`config.mk`:
```
export PLATFORM = sky130hd
export DESIGN_NAME = step_sched_flat
export DESIGN_NICKNAME = d
export VERILOG_FILES = /design/src/rtl/step_pkg.sv /design/src/rtl/step_sched_if.sv /design/src/rtl/rr_arb2.sv /design/src/rtl/step_sched.sv /design/src/flat_wrapper.sv
export SDC_FILE = /design/constraint.sdc
export NUM_CORES = 1
export LEC_CHECK = 0
export ABC_CLOCK_PERIOD_IN_PS = 2000
export CORE_UTILIZATION = 45
export CTS_CLUSTER_SIZE = 12
export DETAILED_ROUTE_END_ITERATION = 7
export PLACE_DENSITY = 0.73
export SLEW_MARGIN = 30
export SYNTH_ARGS = -nofsm -noshare
export SYNTH_HDL_FRONTEND = slang
export SYNTH_HIERARCHICAL = 1
export SYNTH_SLANG_ARGS = --single-unit
export TNS_END_PERCENT = 30
```
`constraint.sdc`:
```
create_clock -name clk_i -period 2 [get_ports clk_i]
set_input_delay 0.6 -clock clk_i [delete_from_list [all_inputs] [get_ports clk_i]]
set_output_delay 0.6 -clock clk_i [all_outputs]
set_load 0.005 [all_outputs]
```
`src/rtl/step_pkg.sv`:
```
// Shared types and helpers for the stepper scheduler.
package step_pkg;

    localparam int unsigned STEP_W = 2;

    typedef enum logic [1:0] {
        StIdle,
        StStep,
        StCheck,
        StDone
    } state_e;

    // Pulses needed to move the stepper output from cur to tgt (2-bit wrap).
    function automatic logic [STEP_W-1:0] step_dist(input logic [STEP_W-1:0] tgt,
                                                    input logic [STEP_W-1:0] cur);
        return tgt - cur;
    endfunction

endpackage

```
`src/rtl/step_sched_if.sv`:
```
// Request/target/stepper bundle between the requesters, the stepper and step_sched.
interface step_sched_if;
    import step_pkg::*;

    logic [1:0]        req;
    logic [STEP_W-1:0] tgt_a;
    logic [STEP_W-1:0] tgt_b;
    logic [STEP_W-1:0] cur_out;
    logic              step;
    logic [1:0]        gnt;
    logic [1:0]        done;
    logic              busy;
    logic              err;

    modport slave (
        input  req, tgt_a, tgt_b, cur_out,
        output step, gnt, done, busy, err
    );

    modport master (
        output req, tgt_a, tgt_b, cur_out,
        input  step, gnt, done, busy, err
    );

endinterface

```
`src/rtl/rr_arb2.sv`:
```
// Two-way round-robin arbiter; rr_i selects which requester wins a tie.
module rr_arb2 (
    input  logic [1:0] req_i,
    input  logic       rr_i,
    output logic [1:0] gnt_o,
    output logic       valid_o
);

    always_comb begin
        gnt_o = req_i;
        if (req_i == 2'b11) begin
            gnt_o = rr_i ? 2'b10 : 2'b01;
        end
    end

    assign valid_o = |req_i;

endmodule

```
`src/rtl/step_sched.sv`:
```
// Grants the shared stepper to one of two requesters and steps it to the latched target.
// The stepper feeding cur_out must be reset by the same rst_i event.
module step_sched
    import step_pkg::*;
#(
    parameter bit CHECK_EN = 1'b1
) (
    input  logic  clk_i,
    input  logic  rst_i,
    step_sched_if.slave bus
);

    state_e            state_q, state_d;
    logic              g_q, g_d;
    logic [STEP_W-1:0] tgt_q, tgt_d;
    logic [STEP_W-1:0] cnt_q, cnt_d;
    logic              rr_q, rr_d;
    logic              err_q, err_d;

    logic [1:0] win;
    logic       win_valid;
    logic [1:0] g_onehot;

    rr_arb2 u_arb (
        .req_i   (bus.req),
        .rr_i    (rr_q),
        .gnt_o   (win),
        .valid_o (win_valid)
    );

    always_comb begin
        state_d = state_q;
        g_d     = g_q;
        tgt_d   = tgt_q;
        cnt_d   = cnt_q;
        rr_d    = rr_q;
        err_d   = err_q;
        unique case (state_q)
            StIdle: begin
                if (win_valid) begin
                    g_d     = win[1];
                    tgt_d   = win[1] ? bus.tgt_b : bus.tgt_a;
                    cnt_d   = step_dist(tgt_d, bus.cur_out);
                    state_d = (cnt_d != '0) ? StStep : StCheck;
                end
            end
            StStep: begin
                cnt_d = cnt_q - 1'b1;
                if (cnt_q == 2'd1) begin
                    state_d = StCheck;
                end
            end
            StCheck: begin
                if (CHECK_EN && (bus.cur_out != tgt_q)) begin
                    err_d = 1'b1;
                end
                state_d = StDone;
            end
            StDone: begin
                rr_d    = ~g_q;
                state_d = StIdle;
            end
        endcase
    end

    always_ff @(posedge clk_i) begin
        if (rst_i) begin
            state_q <= StIdle;
            g_q     <= 1'b0;
            tgt_q   <= '0;
            cnt_q   <= '0;
            rr_q    <= 1'b0;
            err_q   <= 1'b0;
        end else begin
            state_q <= state_d;
            g_q     <= g_d;
            tgt_q   <= tgt_d;
            cnt_q   <= cnt_d;
            rr_q    <= rr_d;
            err_q   <= err_d;
        end
    end

    assign g_onehot = g_q ? 2'b10 : 2'b01;
    assign bus.step = (state_q == StStep);
    assign bus.busy = (state_q != StIdle);
    assign bus.gnt  = bus.busy ? g_onehot : 2'b00;
    assign bus.done = (state_q == StDone) ? g_onehot : 2'b00;
    assign bus.err  = err_q;

endmodule

```
`src/flat_wrapper.sv`:
```
// flat-port wrapper written by rule: the top's interface ports become plain ports
module step_sched_flat import step_pkg::*;
#(
    parameter bit CHECK_EN = 1'b1
)
  (clk_i, rst_i, bus_req, bus_tgt_a, bus_tgt_b, bus_cur_out, bus_step, bus_gnt, bus_done, bus_busy, bus_err);
  step_sched_if bus_i ();
  input  logic clk_i;
  input  logic rst_i;
  input wire logic [$bits(bus_i.req)-1:0] bus_req;
  input wire logic [$bits(bus_i.tgt_a)-1:0] bus_tgt_a;
  input wire logic [$bits(bus_i.tgt_b)-1:0] bus_tgt_b;
  input wire logic [$bits(bus_i.cur_out)-1:0] bus_cur_out;
  output wire logic [$bits(bus_i.step)-1:0] bus_step;
  output wire logic [$bits(bus_i.gnt)-1:0] bus_gnt;
  output wire logic [$bits(bus_i.done)-1:0] bus_done;
  output wire logic [$bits(bus_i.busy)-1:0] bus_busy;
  output wire logic [$bits(bus_i.err)-1:0] bus_err;
  assign bus_i.req = bus_req;
  assign bus_i.tgt_a = bus_tgt_a;
  assign bus_i.tgt_b = bus_tgt_b;
  assign bus_i.cur_out = bus_cur_out;
  assign bus_step = bus_i.step;
  assign bus_gnt = bus_i.gnt;
  assign bus_done = bus_i.done;
  assign bus_busy = bus_i.busy;
  assign bus_err = bus_i.err;
  step_sched #(.CHECK_EN(CHECK_EN)) u_core (.clk_i(clk_i), .rst_i(rst_i), .bus(bus_i));
endmodule
```
### Word level (Yosys, flattened, before mapping)

Cells that the tools add are included.

* register bits: 9
* input bits: 10
* output and inout port bits: 7
* word-level logic and storage cells: 38

* $add $sub $neg: 2
* equality and inequality tests: 8
* mux-type cells: 12
* bitwise gates (word level): 1
* reductions and logical operators: 9

Operators by type and width (number)
* $mux 2: 10
* $pmux 2 s4: 1
* $reduce_and 2->1: 4
* $eq 2x2->1 const B: 3
* $reduce_bool 2->1: 3
* $eq 2x1->1 const B: 2
* $pmux 2 s2: 1
* $logic_not 2->1: 1
* $ne 2x1->1 const B: 1
* $ne 2x2->1: 1
* $ne 2x2->1 const B: 1
* $reduce_or 2->1: 1
* $sub 2x1->2 const B: 1
* $sub 2x2->2: 1
* $not 1->1: 1

### Logic depth before layout (Yosys ltp)

Gate-level depths: netlist of run 1.

* depth in word-level cells: 8
* gate-level depth with buffers: 7
* depth with buffers taken out: 7

### Hierarchy

The synthesis of run 1 kept the hierarchy.

By module, submodules not included
* step_sched: times used 1, cells an instance 67, area each 569.3 µm², sequential area each 180.2 µm²
* rr_arb2: times used 1, cells an instance 4, area each 25.0 µm², sequential area each 0.0 µm²

### Worst setup path after synthesis of run 1

Ideal clock, no wire load.

* path kind: input-to-reg
* start point: input port bus_req[1]
* end point: register u_core.state_q[1]
* setup time: 116 ps
* data arrival time: 1768 ps
* data required time: 1884 ps
* setup slack: 116 ps
* stages: 6
* path buffers: 0
* cells stage by stage: a21boi_0 -> mux2i_1 -> ha_1 -> nand2_1 -> o221ai_1 -> o211a_1

* word-level cells in the longest chain between the ends: 8
* elaborated cells on any way between the ends: 11
* classes of those cells: add/sub: 1; eq/ne: 2; mux: 5; reduce/logical: 3

Ends and longest elaborated chain
* from (decl): line flat_wrapper.sv:10 `input wire logic [$bits(bus_i.req)-1:0] bus_req;`
* $eq 2x2->1: line rr_arb2.sv:11 `if (req_i == 2'b11) begin`
* $mux 2: line rr_arb2.sv:11
* $mux 2: line step_sched.sv:42 `tgt_d = win[1] ? bus.tgt_b : bus.tgt_a;`
* $sub 2x2->2: line step_pkg.sv:16 `return tgt - cur;`
* $reduce_bool 2->1: line step_sched.sv:44 `state_d = (cnt_d != '0) ? StStep : StCheck;`
* $mux 2: line step_sched.sv:44
* $mux 2: line step_sched.sv:40 `if (win_valid) begin`
* $pmux 2 s4: line step_sched.sv:38 `unique case (state_q)`
* to (signal assigned): line step_sched.sv:68 `state_q <= StIdle;`
* to (signal assigned): line step_sched.sv:75 `state_q <= state_d;`
* to (decl): line step_sched.sv:13 `state_e state_q, state_d;`

Parallel ways exist; a longest one is shown, timed or not. The select of a mux whose other input is x is not followed.
A chain may end at the register's enable or synchronous reset.

### Worst setup path after layout of run 1

* start point: input port bus_req[0]
* end point: register u_core.state_q[1]

* word-level cells in the longest chain between the ends: 8
* elaborated cells on any way between the ends: 11
* classes of those cells: add/sub: 1; eq/ne: 2; mux: 5; reduce/logical: 3

Ends and longest elaborated chain
* $eq 2x2->1: line rr_arb2.sv:11
* $mux 2: line rr_arb2.sv:11
* net u_core.win[1]: line step_sched.sv:20 `logic [1:0] win;`
* $mux 2: line step_sched.sv:42
* $sub 2x2->2: line step_pkg.sv:16
* $reduce_bool 2->1: line step_sched.sv:44
* $mux 2: line step_sched.sv:44
* $mux 2: line step_sched.sv:40
* $pmux 2 s4: line step_sched.sv:38

The timed path passes the listed nets, and every way through them passes these cells. The select of a mux whose other input is x is not followed.

==> results of run 1 <==
stage by stage:
| stage | power [mW] | setup TNS [ps] |
|---|---|---|
| detailed placement | 0.966 | -1190 |
| finish | 1.16 | 0 |
| CTS | 1.14 | -130 |
| floorplan | 0.685 | 0 |
| global placement | 0.943 | -1050 |
| global route | 1.26 | 0 |
routing by layer:
metal	track usage [%]	vias up
li1	-	301
met1	24.5	263
met2	34.7	13
met3	8.72	2
met4	8.04	0
met5	0	-
final timing paths:
path	cells past startpoint	startpoint	endpoint	slack, ps
max	8	bus_req[0]	u_core/state_q[1]	70
min	2	u_core/bus.err	u_core/bus.err	500
max reg2reg	7	u_core/state_q[0]	u_core/state_q[1]	440
min reg2reg	2	u_core/bus.err	u_core/bus.err	500
layout make-up:
class / count / area (sq um)
well taps: 14 / 17.5
repair buffers: 25 / 226
flip-flops and latches: 9 / 185
multi-input cells: 52 / 433
clock buffers: 4 / 26.3
fillers: 81 / 238
inverters: 8 / 30.0
layout by cell type (no fill, tap or decap), types with 2 or more instances in the layout:
cell type / n
a211oi_1: 2
a21oi_1: 3
and2_1: 2
buf_4: 8
clkbuf_4: 3
clkdlybuf4s50_1: 9
dfxtp_1: 7
dlygate4sd2_1: 6
ha_1: 4
ha_4: 2
inv_1: 6
inv_2: 2
nand2_1: 6
nand2b_1: 3
nor2_1: 5
nor2b_1: 2
o221ai_1: 3
xnor2_1: 2
worst max-delay path, delay by kind of cell:
family,cells,cell delay [ps]
AND/OR/NAND/NOR,1,60
buffers and inverters,2,560
adder cells (fa/ha/maj),1,230
multiplexers,1,250
AO/OA/AOI/OAI,3,380
registers in the layout, indices dropped and copies added, names as in the netlist:
register and count:
u_core/bus.err 1, u_core/cnt_q 2, u_core/g_q 1, u_core/rr_q 1, u_core/state_q 2, u_core/tgt_q 2
what timing repair did:
item,4_1_cts,5_1_grt
pin swaps,0,2
setup buffers,1,0
gates resized for setup,15,10
endpoints found under the setup margin,9,4
power by group:
| group | internal (mW) | switching, mW |
|---|---|---|
| combinational | 0.367 | 0.336 |
| clock | 0.0770 | 0.0661 |
| sequential | 0.256 | 0.0599 |
==> qor.yml, run 1 <==
finalHoldViolations: 0
die_y_um: 38.1
fin_area_sq_um: 918
dr_wl_met3_um: 58
critical_path_class: "in -> reg"
max-slew-margin-rel_pct: 76.8
antenna_found_initial: 0
first_iter_violations: 14
cp_data_required_time_ps: 2160
power_leakage_nw: 0.410
insertion_delay_ps: 270
core_area_sq_um: 1160
hp-class: "reg -> reg"
met2WireLength_um: 663
maxCapViolations: 0
start_util_pct: 50.8
numClockSinks: 9
ctsHtreeMaxLevel: 1
synth_nets: 87
grt_pass1_wl_um: 2050
wl_um: 1390
avgViaCountPerCell: 5.17
cts_buffer_depth: 2
finalMaxSlewViolations: 0
synth_warnings: 6
clkTransAtPathRegs_ps: 60
placed_cell_area_sq_um: 821
grt_pass1_vias: 493
avgSynthCellArea_sq_um: 8.38
syn-cell-area_sq_um: 587
path_cells: "clkdlybuf4s50_1, a21boi_2, buf_6, mux2i_4, ha_4, nand2_2, o221ai_1, o211a_1"
postLayoutCoreUtil_pct: 79.4
grt_max_degree: 8
crit_arrival_ps: 2090
row_count: 12
postRouteAntennaNets: 0
cp_max_fo: 3
gp_congestion: 0.749
worstSetupEndpointType: "flop"
first_pass_iters: 4
highest_layer: "met4"
stdcell_count: 112
wl_per_cell_um: 12.4
fin_crit_sh_pct: 96.5
cts_hold_buf: 0
cpMaxStageDelayCell: "clkdlybuf4s50_1"
finClkSkew_ps: 5.88
timing.final.ws_setup_ps: 69.1
start_kind: "input pin"
syn-instance-count: 70
cts_tree: "built"
port_buffers: 16
ioPinCount: 17
vias: 579
crit_path_max_incr_delay_ps: 430
antenna_cells: 0
placedCellCount: 107
area_delta_synth_final_pct: 56.5
powerDensity_nw_per_um2: 1270
root_buffer: "clkbuf_4"
ir_drop_uv: 852
grt-ovfl-total: 0
m1WireLength_um: 655
dieArea_sq_um: 1450
max_freq_mhz: 518
whs_ps: 502
rsz0062_at_grt: "false"
status: "completed"
post-dp-hpwl_um: 1070
cts_buffers: 3
die_w_um: 38.1
dp_slack_ps: -336
setup_viol: 0
final_nets: 116
drive_gt1_share_pct: 25.5
track_usage_pct: 21.3
worstMarginPinSlew_ps: 347
fin_crit_ps: 1930
drc_errors: 0
No activity file was read; power rests on OpenSTA's default activity.
==> run 2, diff against run 1 <==
Settings changed: CORE_UTILIZATION 45 to 34, PLACE_DENSITY 0.73 to unset.
==> qor.yml, run 2 (same netlist as run 1, synthesis figures left out) <==
hp-class: "reg -> reg"
track_usage_pct: 15.8
postLayoutCoreUtil_pct: 62.9
max_freq_mhz: 490
grt_pass1_vias: 525
cts_hold_buf: 0
drc_errors: 0
placedCellCount: 108
critPathLaunch: "u_core/state_q[1]"
grt-ovfl-total: 0
critPathBufInv: 2
start_util_pct: 37.6
core_area_sq_um: 1560
gp_congestion: 0.740
start_kind: "flop"
area_delta_synth_final_pct: 67.2
stdcell_count: 116
die_y_um: 43.5
drive_gt1_share_pct: 30.0
placed_cell_area_sq_um: 816
post-dp-hpwl_um: 1060
crit_arrival_ps: 1440
postRouteAntennaNets: 0
finalHoldViolations: 0
ir_drop_uv: 788
powerDensity_nw_per_um2: 1300
max-slew-margin-rel_pct: 75.7
final-seq-area_sq_um: 188
power_leakage_nw: 0.451
cts_buffers: 3
cp_data_required_time_ps: 1400
critical_path_class: "reg -> out"
dieArea_sq_um: 1900
setup_viol: 1
path_depth: 3
antenna_found_initial: 0
vias: 610
port_buffers: 16
cpMaxStageDelayCell: "clkdlybuf4s50_1"
maxCapViolations: 0
fillers: 132
fin_crit_sh_pct: 102
failed_checks: "negative setup slack"
r2r_slack_ps: 280
final_nets: 118
antenna_cells: 0
finClkSkew_ps: 3.70
grt_pass1_wl_um: 2230
timing.final.ws_setup_ps: -40.7
crit_path_max_incr_delay_ps: 440
grt_max_degree: 9
cp_max_fo: 8
ctsHtreeMaxLevel: 1
cts_buffer_depth: 2
fin_crit_ps: 2040
avgViaCountPerCell: 5.26
wl_per_cell_um: 13.8
row_count: 14
reg2reg_from: "u_core/state_q[1]"
finalMaxSlewViolations: 0
fin_area_sq_um: 981
root_buffer: "clkbuf_4"
r2r_end: "u_core/state_q[0]"
mostFrequentLayoutCells: "clkdlybuf4s50_1, buf_4, inv_1, dfxtp_1, nand2_1"
cp-endpoint: "bus_step"
total_power_mw: 1.27
first_pass_iters: 4
numClockSinks: 9
insertion_delay_ps: 260
first_iter_violations: 6
worstMarginPinSlew_ps: 364
wl_um: 1600
die_w_um: 43.5
ioPinCount: 17
path_cells: "clkinvlp_4, ha_4, clkdlybuf4s50_1"
rsz0062_at_grt: "true"
largestRegisters: "u_core/cnt_q: 2 flops, u_core/state_q: 2 flops, u_core/tgt_q: 2 flops"
status: "complete, but fails checks"
r2r_cells: 7
clkTransAtPathRegs_ps: 60
cpLargestDelayFamily: "buffers and inverters"
worstSetupEndpointType: "primary output"
cts_tree: "built"
multi_input_area_sq_um: 467
[run 2: worst reg2reg max path, cell delays in order (launching register included)]
cell	delay [ps]
dfxtp_4	380
clkinvlp_4	150
ha_4	200
buf_4	140
nand2b_1	100
a21boi_1	350
o221ai_1	180
a21oi_1	150
[run 2: repair_timing]
action | in CTS | in global routing
setup buffers | 0 | 4
resized for setup | 9 | 24
setup endpoints to repair | 9 | 8
pin swaps | 0 | 3
[run 2: worst min path at each step]
stage	from	endpoint	slack, ps	depth (start not counted)
finish	u_core/bus.err	u_core/bus.err	480	2
detailed placement	u_core/bus.err	u_core/bus.err	480	2
CTS	u_core/bus.err	u_core/bus.err	500	2
global placement	u_core/bus.err	u_core/bus.err	460	2
global route	u_core/tgt_q[0]	u_core/tgt_q[0]	520	2
floorplan	u_core/bus.err	u_core/bus.err	460	2
[run 2: layer usage]
metal / routed length (um) / track usage (%)
met1: 682 / 19.7
met2: 802 / 24.8
met3: 62 / 7.08
met4: 50 / 3.75
met5: 0 / 0
[run 2: layout make-up]
class | instances | share of cell area, %
Sequential cell | 9 | 19.1
Multi-Input combinational cell | 52 | 47.6
Inverter | 8 | 3.44
Timing Repair Buffer | 27 | 25.1
Tap cell | 16 | 2.04
Clock buffer | 4 | 2.68
[run 2: report_power, final]
group / switching [mW] / internal [mW] / leakage, nW / total, mW
Sequential: 0.0729 / 0.261 / 0.0755 / 0.334
Combinational: 0.378 / 0.419 / 0.360 / 0.796
Clock: 0.0650 / 0.0770 / 0.0150 / 0.142
Total: 0.516 / 0.757 / 0.451 / 1.27
[run 2: metrics by stage]
step	setup TNS [ps]	worst slack, ps	hold WS (ps)
final	-40.7	-40.7	484
after global placement	-1110	-312	457
after floorplan	0	116	460
after global routing	-166	-93.5	522
after detailed placement	-1180	-351	477
after CTS	-325	-86.3	497
==> run 3, diff against run 2 <==
Settings changed: ABC_CLOCK_PERIOD_IN_PS 2000 to 1740.
Clock period 2 ns to 1.74 ns, I/O delays scaled along.
==> qor.yml, run 3 (same netlist as run 1, synthesis figures left out) <==
drc_errors: 0
status: "completed"
final_common_cell: "buf_4"
crit_arrival_ps: 1190
first_iter_violations: 17
grt-ovfl-total: 0
whs_ps: 479
crit_path_max_incr_delay_ps: 360
core_area_sq_um: 1560
drive_gt1_share_pct: 32.4
postRouteAntennaNets: 0
track_usage_pct: 17.2
antenna_found_initial: 0
grt_pass1_vias: 557
grt_pass1_wl_um: 2350
ioPinCount: 17
ir_drop_uv: 916
numClockSinks: 9
finClkSkew_ps: 2.61
max_freq_mhz: 585
fin_crit_sh_pct: 98.2
clkTransAtPathRegs_ps: 60
hp-class: "reg -> reg"
path_cells: "ha_4, nor2b_2, dlygate4sd2_1"
max-slew-margin-rel_pct: 79.3
row_count: 14
vias: 585
gp_congestion: 0.757
worstSetupEndpointType: "primary output"
area_delta_synth_final_pct: 68.2
cts_tree: "built"
total_power_mw: 1.51
critPathBufInv: 1
cpLargestDelayFamily: "flip-flops"
start_util_pct: 37.6
cp_max_fo: 3
insertion_delay_ps: 260
die_y_um: 43.5
cp_data_required_time_ps: 1220
root_buffer: "clkbuf_4"
fillers: 134
cpMaxStageDelayCell: "dfxtp_4"
critical_path_class: "reg -> out"
port_buffers: 16
post-dp-hpwl_um: 1070
fin_crit_ps: 1710
first_pass_iters: 4
finalMaxSlewViolations: 0
wl_per_cell_um: 11.6
maxCapViolations: 0
avgViaCountPerCell: 4.83
fin_tns_setup_ps: 0
rsz0062_at_grt: "true"
wl_um: 1400
finalHoldViolations: 0
cts_hold_buf: 0
antenna_cells: 0
cts_buffers: 3
stdcell_count: 121
largestRegisters: "u_core/cnt_q: 2 flops, u_core/state_q: 2 flops, u_core/tgt_q: 2 flops"
start_kind: "flop"
grt_max_degree: 9
final_nets: 123
placedCellCount: 112
postLayoutCoreUtil_pct: 63.3
setup_viol: 0
cts_buffer_depth: 2
ctsHtreeMaxLevel: 1
worstMarginPinSlew_ps: 310
powerDensity_nw_per_um2: 1530
power_leakage_nw: 0.464
mostFrequentLayoutCells: "buf_4, clkdlybuf4s50_1, dfxtp_1, inv_1, nand2_1"
die_w_um: 43.5
dieArea_sq_um: 1900
[run 3: worst paths after layout]
check                         start           endpoint  slack, ps  cells after the start
setup / recovery  u_core/state_q[1]        bus_done[0]         30                      3
hold / removal       u_core/bus.err     u_core/bus.err        480                      2
setup reg to reg  u_core/state_q[1]  u_core/state_q[1]         90                      8
hold reg to reg      u_core/bus.err     u_core/bus.err        480                      2
[run 3: per-stage QoR]
step	worst slack (ps)	area, sq um
final	31.6	987
after global routing	-12.6	987
after CTS	-216	933
after detailed placement	-615	846
after global placement	-518	846
after floorplan	33.3	587
[run 3: final cells by class]
class | count | area [sq um] | share of cell area, %
Inverter | 8 | 40.0 | 4.06
Clock buffer | 4 | 26.3 | 2.66
Tap cell | 16 | 20.0 | 2.03
Timing Repair Buffer | 32 | 283 | 28.6
Sequential cell | 9 | 188 | 19.0
Multi-Input combinational cell | 52 | 430 | 43.6
[run 3: power by group]
part           total [mW]  switching, mW  internal [mW]
Sequential          0.370         0.0703          0.299
Clock               0.165         0.0760         0.0886
Combinational       0.979          0.445          0.534
[run 3: worst register-to-register path, cell delays in order, from the launching register on]
cell	delay [ps]
dfxtp_4	370
buf_12	110
inv_8	40
ha_4	160
buf_4	140
nand2b_1	80
a21boi_1	310
o221ai_1	180
o211a_1	160
[run 3: metal layers]
metal	wire length [um]	GRT usage [%]
met5	0	0
met4	0	5.63
met3	51	7.50
met2	700	27.2
met1	649	20.9
[run 3: what timing repair did]
| item | in CTS | in global routing |
|---|---|---|
| pin swaps | 1 | 3 |
| gates cloned | 0 | 0 |
| setup endpoints to repair | 10 | 9 |
| resized for setup | 20 | 19 |
| setup buffers | 2 | 3 |
